File: src/rtl/logic_axi4_stream_upsizer_pkg.sv
// Shared constants and design-rule helpers for the AXI4-Stream width upsizer.
// Lane and counter widths stay local to the top because they depend on its parameters.
package logic_axi4_stream_upsizer_pkg;

    localparam int unsigned MIN_RATIO = 2;
    localparam int unsigned MIN_WIDTH = 1;

    function automatic bit ratio_ok(input int unsigned ratio);
        return ratio >= MIN_RATIO;
    endfunction

    function automatic bit width_ok(input int unsigned width);
        return width >= MIN_WIDTH;
    endfunction

endpackage

File: src/rtl/logic_axi4_stream_upsizer.sv
// AXI4-Stream upsizer: packs RATIO narrow beats into one wide word, with rx_tlast closing
// a partial word. The accumulator doubles as the output register.
module logic_axi4_stream_upsizer
    import logic_axi4_stream_upsizer_pkg::*;
#(
    parameter int WIDTH = 8,
    parameter int RATIO = 4
) (
    input  logic                     aclk,
    input  logic                     areset_n,
    input  logic                     rx_tvalid,
    input  logic [WIDTH-1:0]         rx_tdata,
    input  logic                     rx_tlast,
    output logic                     rx_tready,
    input  logic                     tx_tready,
    output logic                     tx_tvalid,
    output logic [WIDTH*RATIO-1:0]   tx_tdata,
    output logic [RATIO-1:0]         tx_tkeep,
    output logic                     tx_tlast
);

    localparam int LANE_W = WIDTH;
    localparam int CNT_W  = $clog2(RATIO);

    generate
        if (!ratio_ok(RATIO)) begin : g_drc_ratio
            $error("logic_axi4_stream_upsizer: RATIO must be >= 2");
        end
        if (!width_ok(WIDTH)) begin : g_drc_width
            $error("logic_axi4_stream_upsizer: WIDTH must be >= 1");
        end
    endgenerate

    logic [CNT_W-1:0]         cnt;
    logic [CNT_W-1:0]         cnt_n;
    logic                     valid_n;
    logic [WIDTH*RATIO-1:0]   data_n;
    logic [RATIO-1:0]         keep_n;
    logic                     last_n;
    logic                     accept;
    logic                     consume;
    logic                     word_done;

    assign rx_tready = areset_n && (!tx_tvalid || tx_tready);
    assign accept    = rx_tvalid && rx_tready;
    assign consume   = tx_tvalid && tx_tready;
    assign word_done = (cnt == CNT_W'(RATIO - 1)) || rx_tlast;

    // Consumption clears first so a beat accepted in the same cycle starts a fresh word.
    always_comb begin
        cnt_n   = cnt;
        valid_n = tx_tvalid;
        data_n  = tx_tdata;
        keep_n  = tx_tkeep;
        last_n  = tx_tlast;
        if (consume) begin
            valid_n = 1'b0;
            data_n  = '0;
            keep_n  = '0;
            last_n  = 1'b0;
        end
        if (accept) begin
            data_n[cnt*LANE_W +: LANE_W] = rx_tdata;
            keep_n[cnt]                  = 1'b1;
            if (word_done) begin
                valid_n = 1'b1;
                last_n  = rx_tlast;
                cnt_n   = '0;
            end else begin
                cnt_n   = cnt + CNT_W'(1);
            end
        end
    end

    always_ff @(posedge aclk or negedge areset_n) begin
        if (!areset_n) begin
            cnt       <= '0;
            tx_tvalid <= 1'b0;
            tx_tdata  <= '0;
            tx_tkeep  <= '0;
            tx_tlast  <= 1'b0;
        end else begin
            cnt       <= cnt_n;
            tx_tvalid <= valid_n;
            tx_tdata  <= data_n;
            tx_tkeep  <= keep_n;
            tx_tlast  <= last_n;
        end
    end

endmodule
File: config.mk
export PLATFORM = sky130hd
export DESIGN_NAME = logic_axi4_stream_upsizer
export DESIGN_NICKNAME = d
export VERILOG_FILES = /design/src/rtl/logic_axi4_stream_upsizer_pkg.sv /design/src/rtl/logic_axi4_stream_upsizer.sv
export SDC_FILE = /design/constraint.sdc
export NUM_CORES = 1
export LEC_CHECK = 0
export CAP_MARGIN = 25
export CORE_ASPECT_RATIO = 1.2
export CORE_MARGIN = 2
export CORE_UTILIZATION = 48
export CTS_BUF_LIST = sky130_fd_sc_hd__clkbuf_16
export DETAILED_ROUTE_END_ITERATION = 10
export GPL_TIMING_DRIVEN = 0
export PLACE_DENSITY = 0.9
export SLEW_MARGIN = 15
export SYNTH_ARGS = -nofsm -noshare
export SYNTH_HDL_FRONTEND = slang
export SYNTH_SLANG_ARGS = --single-unit
File: constraint.sdc
create_clock -name aclk -period 2.1 [get_ports aclk]
set_clock_uncertainty 0.15 [all_clocks]
set_input_delay 0.525 -clock aclk [delete_from_list [all_inputs] [get_ports aclk]]
set_output_delay 0.525 -clock aclk [all_outputs]
set_load 0.05 [all_outputs]
==> flow_summary.yaml <==
setup_path:
  endpoint_kind: "flip-flop"
  reg2reg_from: "cnt[0]"
  cp.required_ns: 2.15
  cp-start-kind: "flip-flop"
  critical_path_class: "flip-flop to flip-flop"
  crit_fanout: 11
  ff2ff_setup_slack_ns: 0.07
  critical_path_arrival_ns: 2.08
  worstReg2RegEnd: "tx_tdata[4]"
  worst_r2r_path_depth: 6
grt:
  grt_pass1_vias: 1537
  antenna_found_initial: 0
  grt-ovfl-total: 0
  grt_first_pass_wirelength_mm: 7.43
  grt_max_degree: 25
  grtUsageTotal_pct: 21.3
placement:
  portBuffers: 51
  gp_congestion: 0.793
  hpwl_mm: 3.13
  placedCellCount: 287
  place_ws_ns: -0.835
die:
  start_util_pct: 49.9
  die_w_um: 62.2
  num_rows: 25
  die_height_um: 73.8
  core_area_um2: 3910
  dieArea_um2: 4590
  ioPinCount: 52
clock_tree:
  cts_max_level: 2
  cts.sinks: 40
  clockRootBuffer: "clkbuf_16"
  cts_tree: "built"
  clk_pin_slew_worst_paths_ns: 0.05
  clock_latency_ns: 0.28
  cts-buffers-inserted: 5
  clockBufferDepth: 2
  ctsHoldBuffers: 0
drt:
  drt-vias-per-instance: 5.14
  dr.pass1.iters: 4
  first_iter_violations: 71
  vias: 1547
  drcViolationCount: 0
  ant_nets: 0
  wl_per_cell_um: 15.6
  wl_mm: 4.69
hold_path:
  hold_class: "input port to asynchronous set/reset pin"
synthesis:
  yosys_warnings: 0
  synthTopCellsByArea: "dfrtp_1 (51%), mux2i_1 (17%), nand2_1 (13%), ha_1 (5.1%), nand3_2 (2.1%)"
  synth_top_area_share_pct: 51.3
  yosysTopAreaCell: "dfrtp_1"
  synth-seq-area-share_pct: 51.3
  ys_async_sr_fraction_pct: 100
  synthMostInstantiatedCell: "nand2_1"
  synth.distinct_cells: 22
  ys_top_cells_by_count: "nand2_1 (69), dfrtp_1 (40), mux2i_1 (33), ha_1 (8), nand3_2 (4)"
  synthFlopType: "dfrtp_1"
  syn_inst: 181
  syn_area_per_cell_um2: 10.8
  synth_edf_count: 0
  syn-cell-area_um2: 1950
  ys_ff_latch: 40
  synth_fp_nets: 202
sta:
  setup_slack_ns: 0.0676
  slew_headroom_pct: 66.0
  tightest_slew_ns: 0.512
  final_max_slew_viol_count: 0
  fin_tns_setup_ns: 0
  layout_min_cycle_time_ns: 2.03
  hold_slack_ns: 0.0513
  finalCritPeriodShare_pct: 96.8
  max_freq_mhz: 492
  hold_viol: 0
  setup_violations: 0
final_layout:
  nets: 267
  drive_above_1_share_pct: 12.6
  instances_no_fill: 301
  area_growth_pct: 41.0
  fin_util_pct: 70.3
  antenna_cells: 0
job:
  cap_violations: 0
power_and_ir_drop:
  worst_ir_drop_vdd_mv: 0.739
  power_density_nw_per_um2: 1020
  p_leak_nw: 1.60
status:
  status: "finished, final reports clean"
[critical path: stages, from the launching register on]
cell     delay, ns
dfrtp_2       0.50
inv_1         0.26
ha_2          0.34
nor3b_4       0.36
buf_4         0.17
nand2_1       0.05
mux2i_1       0.12
[per-stage QoR]
stage | instance area [µm²] | total power [mW]
2_1_floorplan | 1950 | 1.67
3_3_place_gp | 2530 | 1.98
3_5_place_dp | 2550 | 2.00
4_1_cts | 2690 | 2.70
5_1_grt | 2750 | 2.91
6_report | 2750 | 2.80
[layout make-up]
class	instances	area, µm²
inverter	2	7.51
timing repair buffer	58	549
clock inverter	3	11.3
fill	303	1160
clock buffer	5	125
multi-input combinational	133	940
sequential	40	1000
tap	54	67.6
buffer	6	45.0
[power by group]
part,internal (mW),switching (mW),leakage [nW]
combinational,0.411,0.719,0.982
sequential,0.878,0.0815,0.544
clock,0.427,0.281,0.0738
[per-layer routing]
metal	global-route usage (%)	part of all wire (%)	vias up
met1	25.4	42	749
met2	37.1	50	54
li1	-	-	736
met3	4.90	5.9	8
met4	9.63	1.8	0
met5	0	0	-
[registers in the layout, summed over array words and instances (netlist names)]
register,cells
cnt,2
tx_tdata,32
tx_tkeep,4
tx_tlast,1
tx_tvalid,1
[layout by cell type, fill, tap and decap left out, drive strengths merged, types with 4 or more instances in the layout]
| master | count |
|---|---|
| buf | 12 |
| clkbuf | 8 |
| clkdlybuf4s50 | 10 |
| dfrtp | 40 |
| dlygate4sd2 | 34 |
| dlymetal6s2s | 5 |
| ha | 8 |
| inv | 4 |
| mux2i | 33 |
| nand2 | 69 |
| nand3 | 5 |
[worst max path at each step]
| stage | depth (start not counted) | slack [ns] | startpoint | to |
|---|---|---|---|---|
| 2_1_floorplan | 3 | 0.10 | tx_tvalid | rx_tready |
| 3_3_place_gp | 3 | -1.97 | areset_n | rx_tready |
| 3_5_place_dp | 5 | -0.83 | tx_tready | rx_tready |
| 4_1_cts | 1 | 0.003 | tx_tdata[5] | tx_tdata[5] |
| 5_1_grt | 6 | -0.005 | cnt[0] | tx_tdata[0] |
| 6_report | 6 | 0.07 | cnt[0] | tx_tdata[4] |
[cells by family (layout without fill, tap and decap cells)]
| family | count (synthesis) | after routing | share of synthesized area, % |
|---|---|---|---|
| compound gates | 6 | 6 | 2.38 |
| fa+ha+maj | 8 | 8 | 5.13 |
| buf+inv | 8 | 74 | 2.37 |
| flops | 40 | 40 | 51.3 |
| mux | 33 | 33 | 16.9 |
| simple gates | 86 | 86 | 21.8 |
[repair_timing]
action	CTS	global route
endpoints found under the setup margin	52	25
gates cloned	0	0
resized for setup	46	9
pin swaps	0	1
setup buffers	3	3
Note: power is estimated with default switching activity, not from simulation.
